**src/rtl/majority_bist.sv**
```systemverilog
// Self-test sequencer for a 3-input majority voter: walks all eight input vectors,
// samples the voter output after a settle time and records mismatches.
`timescale 1ns/1ps

module majority_bist #(
  parameter int SETTLE = 2,
  parameter int PASSES = 1
) (
  input  logic       clk,
  input  logic       rst_n,
  input  logic       start,
  input  logic       abort,
  input  logic       m,
  output logic       a,
  output logic       b,
  output logic       c,
  output logic       busy,
  output logic       done,
  output logic       pass,
  output logic [7:0] err_cnt,
  output logic [2:0] fail_vec,
  output logic       fail_valid
);

  localparam logic [3:0] SETTLE_LOAD = 4'(SETTLE);
  localparam logic [4:0] LAST_PASS   = 5'(PASSES - 1);

  typedef enum logic [1:0] {IDLE, WAIT, CHECK, FIN} state_t;

  state_t     state;
  state_t     state_nxt;
  logic [2:0] vec;
  logic [3:0] settle_cnt;
  logic [4:0] pass_cnt;
  logic       expected;
  logic       mismatch;
  logic       last_vec;
  logic       last_pass;
  logic       check_en;

  assign expected  = (vec[2] & vec[1]) | (vec[2] & vec[0]) | (vec[1] & vec[0]);
  assign mismatch  = (m != expected);
  assign last_vec  = (vec == 3'b111);
  assign last_pass = (pass_cnt == LAST_PASS);
  assign {a, b, c} = vec;

  always_ff @(posedge clk or negedge rst_n) begin
    if (!rst_n) begin
      state <= IDLE;
    end else begin
      state <= state_nxt;
    end
  end

  always_comb begin
    state_nxt = state;
    case (state)
      IDLE: begin
        if (start) begin
          state_nxt = WAIT;
        end
      end
      WAIT: begin
        if (abort) begin
          state_nxt = IDLE;
        end else if (settle_cnt == 4'd1) begin
          state_nxt = CHECK;
        end
      end
      CHECK: begin
        if (abort) begin
          state_nxt = IDLE;
        end else if (last_vec && last_pass) begin
          state_nxt = FIN;
        end else begin
          state_nxt = WAIT;
        end
      end
      FIN: begin
        state_nxt = IDLE;
      end
      default: begin
        state_nxt = IDLE;
      end
    endcase
  end

  always_comb begin
    busy     = 1'b0;
    done     = 1'b0;
    check_en = 1'b0;
    case (state)
      WAIT: begin
        busy = 1'b1;
      end
      CHECK: begin
        busy     = 1'b1;
        check_en = !abort;
      end
      FIN: begin
        done = 1'b1;
      end
      default: begin
        busy = 1'b0;
      end
    endcase
  end

  // Stimulus vector, counters and result registers; an abort discards the pending check.
  always_ff @(posedge clk or negedge rst_n) begin
    if (!rst_n) begin
      vec        <= 3'b000;
      settle_cnt <= 4'd0;
      pass_cnt   <= 5'd0;
      err_cnt    <= 8'd0;
      fail_vec   <= 3'b000;
      fail_valid <= 1'b0;
      pass       <= 1'b0;
    end else begin
      case (state)
        IDLE: begin
          if (start) begin
            vec        <= 3'b000;
            settle_cnt <= SETTLE_LOAD;
            pass_cnt   <= 5'd0;
            err_cnt    <= 8'd0;
            fail_vec   <= 3'b000;
            fail_valid <= 1'b0;
            pass       <= 1'b0;
          end
        end
        WAIT: begin
          if (abort) begin
            vec <= 3'b000;
          end else begin
            settle_cnt <= settle_cnt - 4'd1;
          end
        end
        CHECK: begin
          if (abort) begin
            vec <= 3'b000;
          end else begin
            if (check_en && mismatch) begin
              if (err_cnt != 8'hFF) begin
                err_cnt <= err_cnt + 8'd1;
              end
              if (!fail_valid) begin
                fail_vec   <= vec;
                fail_valid <= 1'b1;
              end
            end
            if (!last_vec) begin
              vec        <= vec + 3'd1;
              settle_cnt <= SETTLE_LOAD;
            end else if (!last_pass) begin
              vec        <= 3'b000;
              pass_cnt   <= pass_cnt + 5'd1;
              settle_cnt <= SETTLE_LOAD;
            end
          end
        end
        FIN: begin
          pass <= (err_cnt == 8'd0);
          vec  <= 3'b000;
        end
        default: begin
          vec <= 3'b000;
        end
      endcase
    end
  end

endmodule

```
**config.mk**
```make
export PLATFORM = sky130hd
export DESIGN_NAME = majority_bist
export DESIGN_NICKNAME = d
export VERILOG_FILES = /design/src/rtl/majority_bist.sv
export SDC_FILE = /design/constraint.sdc
export NUM_CORES = 1
export LEC_CHECK = 0
export CELL_PAD_IN_SITES_DETAIL_PLACEMENT = 1
export CELL_PAD_IN_SITES_GLOBAL_PLACEMENT = 1
export CORE_MARGIN = 1
export CORE_UTILIZATION = 29
export DETAILED_ROUTE_END_ITERATION = 6
export HOLD_SLACK_MARGIN = 0.03
export PLACE_DENSITY = 0.66
export REMOVE_ABC_BUFFERS = 1
export SLEW_MARGIN = 20
export SYNTH_ARGS = -nofsm -noshare
export SYNTH_HDL_FRONTEND = slang
export SYNTH_SLANG_ARGS = --single-unit
```
**constraint.sdc**
```tcl
create_clock -name clk -period 2.1 [get_ports clk]
set_input_delay 0.315 -clock clk [delete_from_list [all_inputs] [get_ports clk]]
set_output_delay 0.315 -clock clk [all_outputs]
set_load 0.1 [all_outputs]
```
* Word-level counts from Yosys, hierarchy flattened
Cells that the tools add are included.
Storage, ports and cells: flip-flop bits (word level) 27, bits of input ports 5, output and inout bits 18, word-level logic and storage cells 94
Operators by class: $add $sub $neg 4, eq/ne operators 19, mux-type cells 40, bitwise logic cells 5, reduce and logical (&&, ||, !) cells 18
Operators by type and width (count):
- two-way mux 8 bit | 4
- two-way mux 3 bit | 8
- two-way mux 4 bit | 5
- two-way mux 5 bit | 4
- AND reduction 5 bit | 4
- inequality test 2 bit (second input constant) | 9
- case mux 8 bit (2 select lines) | 1
- case mux 3 bit (4 select lines) | 1
- case mux 4 bit (3 select lines) | 1
- two-way mux 2 bit | 5
- case mux 5 bit (2 select lines) | 1
- adder 8 x 1 -> 8 bit (second input constant) | 1
- logical NOT 8 bit | 1
- inequality test 8 bit (second input constant) | 1
- case mux 2 bit (4 select lines) | 1
- two-way mux 1 bit | 6
- inequality test 3 bit (second input constant) | 2
- case mux 3 bit (2 select lines) | 1
- adder 5 x 1 -> 5 bit (second input constant) | 1
- logical NOT 5 bit | 1
- == test 2 bit (second input constant) | 2
- == test 4 x 1 -> 1 bit (second input constant) | 1
- inequality test 4 bit (second input constant) | 1
- case mux 1 bit (2 select lines) | 2
- 16 further kinds | 22

* Longest topological paths before layout
Gate-level depths: netlist of the first run.
depth after elaboration 8, depth in mapped cells 9, mapped depth without buffers 7

* Worst setup path before layout of the first run
No wires, ideal clock.
path kind register to register, from reg vec[0], to reg err_cnt[2], setup time 126 ps, arrival time 2295 ps, data required time 1974 ps, path slack -321 ps, cell stages (with the launch flop) 7, path buffers 0, period minus slack after synthesis 2421 ps, path through dfrtp_1 ha_1 inv_1 o31a_1 a21oi_4 o21ai_2 a221o_1
Between the ends: longest elaborated chain between the ends 7, elaborated cells between the ends (all ways) 8, those cells by class eq/ne: 2; bitwise: 4; reduce/logical: 2
RTL lines:
- start, declared | line 32 | logic [2:0] vec;
- start signal, assigned | line 153 | vec <= vec + 3'd1;
- bitwise AND 1 bit | line 41 | assign expected = (vec[2] & vec[1]) | (vec[2] & vec[0]) | (vec[1] & vec[0]);
- bitwise OR 1 bit | line 41
- bitwise OR 1 bit (*) | line 41
- inequality test 1 bit (*) | line 42 | assign mismatch = (m != expected);
- logical AND 1 bit (*) | line 143 | if (check_en && mismatch) begin
- inequality test 2 bit (no line) (*)
- AND reduction 5 bit (no line) (*)
- end signal, assigned | line 145 | err_cnt <= err_cnt + 8'd1;
- end, declared | line 20 | output logic [7:0] err_cnt,
Mark *: on every way between the ends. The rest lies on a longest branch, timed or not. A chain may end at the register's enable or synchronous reset.

* Worst setup path after layout of the first run
from reg vec[1], to reg err_cnt[2]
Same word-level chain as after synthesis.

==> results of run 1 <==
critical path, cell delays in order, from the launching register on:
cell	delay, ns
dfrtp_1	0.44
ha_1	0.27
nor4bb_1	0.30
mux2i_1	0.18
a21oi_4	0.18
o21ai_2	0.13
a221o_1	0.36
area by class of cell:
class | instances | area (um^2) | share of cell area, %
clock inverter | 1 | 5.00 | 0.238
multi-input combinational | 135 | 931 | 44.2
clock buffer | 3 | 41.3 | 1.96
timing repair buffer | 37 | 313 | 14.9
inverter | 13 | 48.8 | 2.32
sequential | 27 | 676 | 32.1
tap | 72 | 90.1 | 4.28
repair_timing:
action,in CTS,in global routing
endpoints found under the setup margin,3,4
gates cloned,0,0
endpoints found under the hold margin,0,0
pin swaps,0,0
resized for setup,1,3
logic make-up (layout without fill, tap and decap cells):
group	after synthesis	count (layout)	share of synthesized area [%]
mux	3	3	1.80
buf+inv	19	54	5.25
flops	27	27	40.5
fa+ha+maj	12	12	9.00
xor+xnor	4	4	2.10
simple gates	77	77	25.2
compound gates	39	39	16.2
worst max-delay path by stage:
stage | slack (ns) | end | from | depth (start not counted)
finish | 0.14 | err_cnt[2]$_DFFE_PN0P_ | vec[1]$_DFFE_PN0P_ | 6
global route | 0.01 | err_cnt[2]$_DFFE_PN0P_ | vec[1]$_DFFE_PN0P_ | 6
CTS | 0.04 | err_cnt[4]$_DFFE_PN0P_ | state[0]$_DFFE_PN0P_ | 8
detailed placement | -0.07 | err_cnt[4]$_DFFE_PN0P_ | m | 7
global placement | 0.05 | err_cnt[2]$_DFFE_PN0P_ | abort | 6
floorplan | -0.46 | err_cnt[2]$_DFFE_PN0P_ | vec[0]$_DFFE_PN0P_ | 6
placed cells by master, fill, tap and decap left out, types with 2 or more instances in the layout:
cell	netlist	routed
a211o_1	2	2
a21oi_1	9	9
a31oi_1	2	2
and3_1	4	4
buf_12	0	2
buf_4	0	31
clkbuf_8	0	3
clkdlybuf4s50_1	0	4
dfrtp_1	27	27
ha_1	12	11
inv_1	13	13
mux2i_1	3	3
nand2_1	23	23
nand2b_1	6	6
nand3_1	11	11
nand3b_1	2	2
nand4_1	5	5
nor2_1	12	12
nor2b_1	2	2
nor4b_1	4	2
nor4b_2	1	3
o21ai_0	9	9
o221ai_1	2	2
o31a_1	2	2
o31ai_1	2	2
xor2_1	4	4
power breakdown:
| part | internal (W) | leakage, nW | switching, W | total, W |
|---|---|---|---|---|
| combinational | 0.000482 | 0.566 | 0.000841 | 0.00132 |
| clock | 0.000133 | 0.0255 | 0.000174 | 0.000307 |
| sequential | 0.000599 | 0.367 | 0.0000746 | 0.000674 |
routing by layer:
metal / routed length (um) / up-vias / global-route usage [%]
li1: - / 713 / -
met1: 2010 / 708 / 21.2
met2: 1900 / 19 / 22.9
met3: 94 / 4 / 1.29
met4: 51 / 0 / 5.09
met5: 0 / - / 0
sequential cells by signal, summed over array words and instances (netlist names):
register / count
err_cnt: 8
fail_valid: 1
fail_vec: 3
pass: 1
pass_cnt: 5
settle_cnt: 4
state: 2
vec: 3
Yosys cell counts, types with 2 or more instances:
cell / count
dfrtp_1: 27
nand2_1: 23
inv_1: 13
ha_1: 12
nor2_1: 12
nand3_1: 11
a21oi_1: 9
o21ai_0: 9
nand2b_1: 6
nand4_1: 5
and3_1: 4
nor4b_1: 4
xor2_1: 4
clkbuf_1: 3
mux2i_1: 3
a211o_1: 2
a31oi_1: 2
buf_6: 2
nand3b_1: 2
nor2b_1: 2
o221ai_1: 2
o31a_1: 2
o31ai_1: 2
metrics by stage:
stage / hold WS, ns / instances / setup slack (ns)
final: 0.414 / 288 / 0.144
after global routing: 0.439 / 288 / 0.0140
after CTS: 0.422 / 288 / 0.0400
after detailed placement: 0.522 / 284 / -0.0687
after global placement: 0.513 / 284 / 0.0521
after floorplan: 0.0194 / 175 / -0.460
==> flow_summary.toml, run 1 <==
[timing]
relSlewSlack_pct = 73.0
hold_viol = 0
finalCritPeriodShare_pct = 93.1
fmax_ghz = 0.511
setup-tns-final_ns = 0
setup_viol = 0
worst_pin_slew_ns = 0.395
min_period_ns = 1.96
rsz0062_at_grt = "false"
finClkSkew_ns = 0.00914
slew_viol_final = 0

[route]
dr.pass1.iters = 4
drtAntennaViolNets = 0
drc_errors = 0
post_drt_wl_per_cell_um = 14.1
drt_iter0_markers = 39
wl_um = 4060
viasPerCell = 5.01
vias = 1444

[finish]
nNetsFinal = 234
final_area_um2 = 2100
syn2layout_area_growth_pct = 26.1
final_util_pct = 38.0
fill_cells = 675
drive_gt1_share_pct = 21.8
diodes = 0

[grt]
antenna_found_initial = 0
grt_max_degree = 28
grt_overflow = 0
grt_pass1_wl_um = 7210
grt_util_all_layers_pct = 14.8
grt_pass1_vias = 1498

[critical_path]
start_kind = "register"
r2r_setup_slack_ns = 0.14
timing.rr.end = "err_cnt[2]$_DFFE_PN0P_"
crit_type = "reg2reg"
worst_ep_required_time_ns = 2.27
cp_max_fo = 5
r2r.worst_path.cells = 6
cp.arrival_ns = 2.13
endpoint_kind = "register"
regToRegStartpoint = "vec[1]$_DFFE_PN0P_"

[synth]
synth_area_um2 = 1670
yosysWarningCount = 0
synth_area_leader_cell = "dfrtp_1"
syn_avg_cell_area_um2 = 9.22
synth_area_leaders = "dfrtp_1, ha_1, nand2_1"
yosysSeqAreaShare_pct = 40.5
synth_edf_count = 0
ys.flop_type = "dfrtp_1"
synth_top_area_share_pct = 40.5
yosysUniqueCellTypes = 43
synthCells = 181
postSynth.asyncResetShare_pct = 100
synth-seq-cells = 27

[floorplan]
dieArea_um2 = 6060
rows = 27
start_util_pct = 30.1
coreArea_um2 = 5540
die_x_um = 77.9
pin_count = 23
die_y_um = 77.9

[clock_network]
ctsLongestPathBuffers = 2
cts_root_buffer = "clkbuf_8"
postCtsSetupBuffers = 0
holdBufCountCts = 0
htree_levels = 1
clk_pin_slew_worst_paths_ns = 0.10
cts_buffers = 3
clk_latency_ns = 0.28
cts_tree = "built"
cts_sinks = 27

[power_and_ir_drop]
cellLeakagePower_nw = 0.959
ir_drop_uv = 969
p_per_area_nw_per_um2 = 1090
power_w = 0.00230

[placement]
dpl.hpwl_um = 2990
io_buffers = 22
post_dp_cell_area_um2 = 2030
place_congestion = 0.733

[hold_path]
hp-class = "in2async"

[job]
drv_cap = 0

[outcome]
status = "complete, no violations"
Note: power is estimated with default switching activity, not from simulation.
==> inputs of run 2 (changes only) <==
==> constraint.sdc (replaced) <==
create_clock -name clk -period 2.2 [get_ports clk]
set_input_delay 0.33 -clock clk [delete_from_list [all_inputs] [get_ports clk]]
set_output_delay 0.33 -clock clk [all_outputs]
set_load 0.1 [all_outputs]
==> run 2 against run 1 <==
Sequential cell count did not move. Clock-buffer cell count unchanged. Non-clock buffer count decreased by 2. Largest cell class unchanged. Sequential power is 4.5% lower. Global-route usage barely moved. Critical path type unchanged. Critical path depth increased by 2. Clock skew shrank 0.00064 ns. Final area fell by 2.4%. Largest power group unchanged. Cell count shrank 0.69%. Register-to-register slack better by 0.03 ns. Sequential share of layout area up 0.78 points. Highest routed layer unchanged. Hold slack better by 0.0055 ns.
==> flow_summary.toml, run 2 (same netlist as run 1, synthesis figures left out) <==
[power_and_ir_drop]
comb_power_share_pct = 56.6
pwr-share-clk_pct = 13.7
p_sw_w = 0.00104
power_w = 0.00217
cellLeakagePower_nw = 0.945
ir_drop_uv = 894
swShare_pct = 47.9
sequentialPowerShare_pct = 29.7
p_per_area_nw_per_um2 = 1060
cellInternalPower_w = 0.00113

[route]
dr.pass1.iters = 4
wl_um = 4060
drt_iter0_markers = 16
drc_errors = 0
viasPerCell = 4.97
drtAntennaViolNets = 0
vias = 1421
post_drt_wl_per_cell_um = 14.2

[clock_network]
clk_latency_ns = 0.28
postCtsSetupBuffers = 0
cts_tree = "built"
htree_levels = 1
ctsLongestPathBuffers = 2
cts_buffers = 3
cts_root_buffer = "clkbuf_8"
clk_pin_slew_worst_paths_ns = 0.10
holdBufCountCts = 0
cts-resized-gates = 0
cts_sinks = 27

[timing]
min_period_ns = 2.02
setup-tns-final_ns = 0
worst_pin_slew_ns = 0.465
hold-worst-slack_ns = 0.419
finalCritPeriodShare_pct = 91.9
relSlewSlack_pct = 68.6
rsz0062_at_grt = "false"
setup_viol = 0
slew_viol_final = 0
fmax_ghz = 0.495
finClkSkew_ns = 0.00850
hold_viol = 0

[floorplan]
start_util_pct = 30.1
die_y_um = 77.9
pin_count = 23
die_x_um = 77.9
coreArea_um2 = 5540
rows = 27
dieArea_um2 = 6060

[critical_path]
path_cells = "inv_1, ha_2, nor4bb_1, mux2i_1, a21oi_4, buf_4, nor4b_1, a211o_1"
crit_family = "simple AND/OR/NAND/NOR gates"
cp_slowest_stage_delay_ns = 0.42
cp_max_fo = 7
start_kind = "register"
cp.arrival_ns = 2.25
worst_ep_required_time_ns = 2.43
endpoint_kind = "register"
crit_type = "reg2reg"
critPathBufInv = 2
critPathSlowestCell = "dfrtp_1"

[placement]
dpl.hpwl_um = 3000
io_buffers = 22
place_congestion = 0.735
post_dp_cell_area_um2 = 2010

[finish]
final_area_um2 = 2050
diodes = 0
final_cell_mix = "buf_4, dfrtp_1, nand2_1"
largest_reg_flops = 8
largestRegisters = "err_cnt: 8 flops, pass_cnt: 5 flops, settle_cnt: 4 flops"
final_common_cell = "buf_4"
drive_gt1_share_pct = 20.1
syn2layout_area_growth_pct = 23.1
nNetsFinal = 232
top_register = "err_cnt"

[job]
drv_cap = 0

[grt]
antenna_found_initial = 0
grt_pass1_wl_um = 7110
grt_max_degree = 28
grt_pass1_vias = 1493
grt_overflow = 0
grt_util_all_layers_pct = 14.8

[hold_path]
hp-class = "in2async"

[outcome]
status = "complete, no violations"
## run 2: cell types whose count changed in the layout (fill, tap and decap cells not counted)
cell,previous run,this run
ha_4,1,0
ha_2,0,1
nor4b_2,3,1
buf_4,31,30
buf_12,2,1
nor4b_1,2,4
## run 2: path summary, 6_finish.rpt
check | cells after the start | slack (ns) | from | endpoint
worst min register to register | 2 | 0.54 | fail_vec[0]$_DFFE_PN0P_ | fail_vec[0]$_DFFE_PN0P_
worst max register to register | 8 | 0.18 | state[0]$_DFFE_PN0P_ | err_cnt[4]$_DFFE_PN0P_
worst max-delay path | 8 | 0.18 | state[0]$_DFFE_PN0P_ | err_cnt[4]$_DFFE_PN0P_
max in group asynchronous | 2 | 1.50 | rst_n | fail_vec[2]$_DFFE_PN0P_
min in group clk | 2 | 0.54 | fail_vec[0]$_DFFE_PN0P_ | fail_vec[0]$_DFFE_PN0P_
worst min-delay path | 2 | 0.42 | rst_n | settle_cnt[2]$_DFFE_PN0P_
## run 2: cell type report
class / count / area, um^2
Clock buffer: 3 / 41.3
Clock inverter: 1 / 5.00
Fill cell: 678 / 3490
Inverter: 13 / 48.8
Multi-Input combinational cell: 135 / 908
Sequential cell: 27 / 676
Tap cell: 72 / 90.1
Timing Repair Buffer: 35 / 285
## run 2: per-layer routing
layer	wire length, um	vias to the layer above	track usage, %
li1	-	711	-
met4	38	0	3.40
met1	2030	683	20.5
met5	0	-	0
met3	114	4	2.59
met2	1880	23	23.7
## run 2: power by group through the flow
stage	registers (W)	clock network, W	logic (W)
2_1_floorplan	0.000816	0	0.000652
3_3_place_gp	0.000652	0	0.00122
3_5_place_dp	0.000653	0	0.00123
4_1_cts	0.000643	0.000314	0.00124
5_1_grt	0.000652	0.000340	0.00134
6_report	0.000644	0.000298	0.00123
## run 2: stage by stage
step           cells  utilization (%)  worst slack [ns]
3_5_place_dp     282             36.2            0.0682
4_1_cts          286             37.0             0.118
6_report         286             37.1             0.179
5_1_grt          286             37.1            0.0686
2_1_floorplan    175                -            -0.360
3_3_place_gp     282             36.2             0.130
==> RTL change 1: new RTL, config.mk and constraints of run 1 <==
Register the output `err_cnt` once more, cleared by the reset; this adds one clock of latency there. The other outputs are not delayed to match.
--- a/src/rtl/majority_bist.sv
+++ b/src/rtl/majority_bist.sv
@@ -26,6 +26,8 @@
   localparam logic [4:0] LAST_PASS   = 5'(PASSES - 1);
 
   typedef enum logic [1:0] {IDLE, WAIT, CHECK, FIN} state_t;
+
+  logic [7:0] err_cnt_s0;
 
   state_t     state;
   state_t     state_nxt;
@@ -112,7 +114,7 @@
       vec        <= 3'b000;
       settle_cnt <= 4'd0;
       pass_cnt   <= 5'd0;
-      err_cnt    <= 8'd0;
+      err_cnt_s0 <= 8'd0;
       fail_vec   <= 3'b000;
       fail_valid <= 1'b0;
       pass       <= 1'b0;
@@ -123,7 +125,7 @@
             vec        <= 3'b000;
             settle_cnt <= SETTLE_LOAD;
             pass_cnt   <= 5'd0;
-            err_cnt    <= 8'd0;
+            err_cnt_s0 <= 8'd0;
             fail_vec   <= 3'b000;
             fail_valid <= 1'b0;
             pass       <= 1'b0;
@@ -141,8 +143,8 @@
             vec <= 3'b000;
           end else begin
             if (check_en && mismatch) begin
-              if (err_cnt != 8'hFF) begin
-                err_cnt <= err_cnt + 8'd1;
+              if (err_cnt_s0 != 8'hFF) begin
+                err_cnt_s0 <= err_cnt_s0 + 8'd1;
               end
               if (!fail_valid) begin
                 fail_vec   <= vec;
@@ -160,7 +162,7 @@
           end
         end
         FIN: begin
-          pass <= (err_cnt == 8'd0);
+          pass <= (err_cnt_s0 == 8'd0);
           vec  <= 3'b000;
         end
         default: begin
@@ -170,5 +172,13 @@
     end
   end
 
+  always_ff @(posedge clk or negedge rst_n) begin
+    if (!rst_n) begin
+      err_cnt <= '0;
+    end else begin
+      err_cnt <= err_cnt_s0;
+    end
+  end
+
 endmodule
 
Check against the original RTL: not equivalent (a bounded check fails within 10 cycles, from zero or initial values and one cycle with rst_n low).
==> RTL change 1 against run 1 <==
- the run now ends with design-rule violations left
- setup slack worse by 0.040 ns
- global-route usage down 0.81 points
- total power up 18%
- final cell count up 5.2%
- design area up 16%
- area after synthesis up 18%
- critical path depth unchanged
- count of clock-buffer cells in the layout up 5
- wire length up 13%
- sequential cell count up 8
- critical path type unchanged
==> RTL change 1: results <==
[status]
status = "finished, violations left"
violations = "design-rule violations"

[synthesis]
synth_cell_types = 50
synth_area_leaders = "dfrtp_1, ha_1, nand3_1"
synth_area_per_cell_sq_um = 10.2
ys_top_cells_by_count = "dfrtp_1, ha_1, inv_1, nand2_1, nand3_1"

[cts]
post_cts_resized = 0
clk_pin_slew_ns = 0.07
numCtsBuffers = 5

[worst_setup_path]
critPathMaxFanout = 4
cp_slowest_stage_delay_ns = 0.40
path_delay_family = "simple AND/OR/NAND/NOR gates"

[route]
drt_iter0_markers = 25
drc = 6
via_count = 1596
wire_per_inst_um = 15.1
met2WireLength_um = 2200
first_pass_iters = 6

[placement]
pre_cts_ws_ns = 0.0785
dp_hpwl_um = 3430
place_congestion = 0.753

[timing]
fin_skew_ns = 0.00840
final.min_clock_period_ns = 2.00
whs_ns = 0.421

[cells_and_area]
stdcell_count = 303
final_layout_size_suffix_gt1_share_pct = 21.7
final_nets = 243

[hold_path]
hold_path.class = "reg -> reg"

[global_route]
grt_use_met1_pct = 18.8
grt_pass1_wl_um = 7970
met2_usage_pct = 22.4

[pwr]
p_sw_mw = 1.19
leakage_nw = 1.12
-- RTL change 1: cells by family after synthesis --
logic type,Yosys count,share of synthesized area [%]
DFF,35,44.4
adders and majority gates,13,8.25
AOI/OAI and AO/OA,45,17.7
buffers and inverters,19,4.25
and+or+nand+nor,75,22.0
muxes,6,3.36
-- RTL change 1: final timing paths --
| kind | startpoint | end | cells after the start |
|---|---|---|---|
| worst min-delay path | err_cnt_s0[1] | err_cnt[1] | 0 |
| worst max register to register | state[0] | settle_cnt[1] | 6 |
| max in group asynchronous | rst_n | err_cnt[0] | 2 |
| worst min register to register | err_cnt_s0[1] | err_cnt[1] | 0 |
| worst max-delay path | state[0] | settle_cnt[1] | 6 |
| min in group asynchronous | rst_n | vec[0] | 2 |
-- RTL change 1: final cells by class --
cell class / count / area [sq um]
fillers: 742 / 4020
multi-input cells: 139 / 1050
flip-flops and latches: 35 / 876
repair buffers: 31 / 268
clock buffers: 8 / 100
well taps: 77 / 96.3
inverters: 13 / 48.8
==> RTL change 2: new RTL, config.mk and constraints of run 1 <==
Without the edit above. Make the reset (`rst_n`) synchronous in 2 clocked blocks.
--- a/src/rtl/majority_bist.sv
+++ b/src/rtl/majority_bist.sv
@@ -44,7 +44,7 @@
   assign last_pass = (pass_cnt == LAST_PASS);
   assign {a, b, c} = vec;
 
-  always_ff @(posedge clk or negedge rst_n) begin
+  always_ff @(posedge clk) begin
     if (!rst_n) begin
       state <= IDLE;
     end else begin
@@ -107,7 +107,7 @@
   end
 
   // Stimulus vector, counters and result registers; an abort discards the pending check.
-  always_ff @(posedge clk or negedge rst_n) begin
+  always_ff @(posedge clk) begin
     if (!rst_n) begin
       vec        <= 3'b000;
       settle_cnt <= 4'd0;
Formal check against the unedited RTL: differs if rst_n is asserted again (counterexample within 4 cycles, from zero or initial values and one cycle with rst_n low); with rst_n held inactive, the same outputs for 10 cycles.
==> RTL change 2 against run 1 <==
- die area down 1.0%
- hold slack better by 0.091 ns
- setup slack got worse by 0.067 ns
- design area rose by 0.65%
- sequential cell count did not move
- area after synthesis decreased by 1.0%
- core utilization is 0.48 points higher
- wire length is 15% higher
Power is not compared: it rests on default switching activity, and its combinational part moved more than twofold at a synthesized area within 25%.
==> RTL change 2: results <==
[status]
status = "finished clean"

[synthesis]
synthArstFlopShare_pct = 0
ys_top_cells_by_count = "dfxtp_1, nand3_1, nand2_1"
synth_area_leaders = "dfxtp_1, ha_1, nand3_1"
yosysSeqAreaShare_pct = 32.7
synth_cell_types = 48

[cells_and_area]
stdcell_count = 306
final_nets = 252
final_layout_size_suffix_gt1_share_pct = 21.4
n_fill_cell = 659

[worst_setup_path]
r2r_setup_slack_ns = 0.08
regToRegEndpoint = "err_cnt[1]"
crit_start = "vec[1]"
cp_slowest_cell = "a221o_2"
critPathMaxFanout = 7
worstPathArrival_ns = 2.23
path_delay_family = "simple AND/OR/NAND/NOR gates"

[timing]
slew_headroom_pct = 69.6
fin_skew_ns = 0.0103
whs_ns = 0.504

[global_route]
grt_use_met1_pct = 21.8
grt.total_usage_pct = 16.4
grtUsageMet3_pct = 2.35
met2_usage_pct = 27.1
grt_max_degree = 15
grt_pass1_wl_um = 7840
grt_pass1_vias = 1596

[route]
via_per_inst = 5.39
wl_met3_um = 123
drt-total-wl_um = 4660
met1_length_um = 2260
met2WireLength_um = 2230
drt_iter0_markers = 56

[placement]
port_buffers = 22
dp_cells = 302
dp_hpwl_um = 3520
place_area_sq_um = 2040
pre_cts_ws_ns = 0.0626

[hold_path]
hold_path.class = "reg -> reg"
whs_path_depth = 2

[cts]
post_cts_resized = 0

[pwr]
power_mw = 1.06
## RTL change 2: layout make-up
cell class	instances	area [sq um]	share of cell area, %
sequential	27	543	25.6
multi-input combinational	149	1040	49.3
clock buffer	4	45.0	2.13
tap	72	90.1	4.25
inverter	13	48.8	2.30
timing repair buffer	41	347	16.4
## RTL change 2: how the worst max path moves through the flow
stage          cells past startpoint  slack [ns]          end
4_1_cts                            5        0.04   err_cnt[6]
2_1_floorplan                      6       -0.63  pass_cnt[0]
5_1_grt                            6       -0.02  pass_cnt[0]
6_report                           6        0.08   err_cnt[1]
3_5_place_dp                       5        0.06   err_cnt[6]
3_3_place_gp                       7        0.06   err_cnt[3]
## RTL change 2: logic make-up after synthesis
| kind of cell | Yosys count | share of synthesized area, % |
|---|---|---|
| adder cells (fa/ha/maj) | 12 | 9.09 |
| AO/OA/AOI/OAI | 58 | 25.2 |
| flip-flops | 27 | 32.7 |
| multiplexers | 2 | 1.21 |
| buffers and inverters | 22 | 5.45 |
| AND/OR/NAND/NOR | 77 | 26.3 |
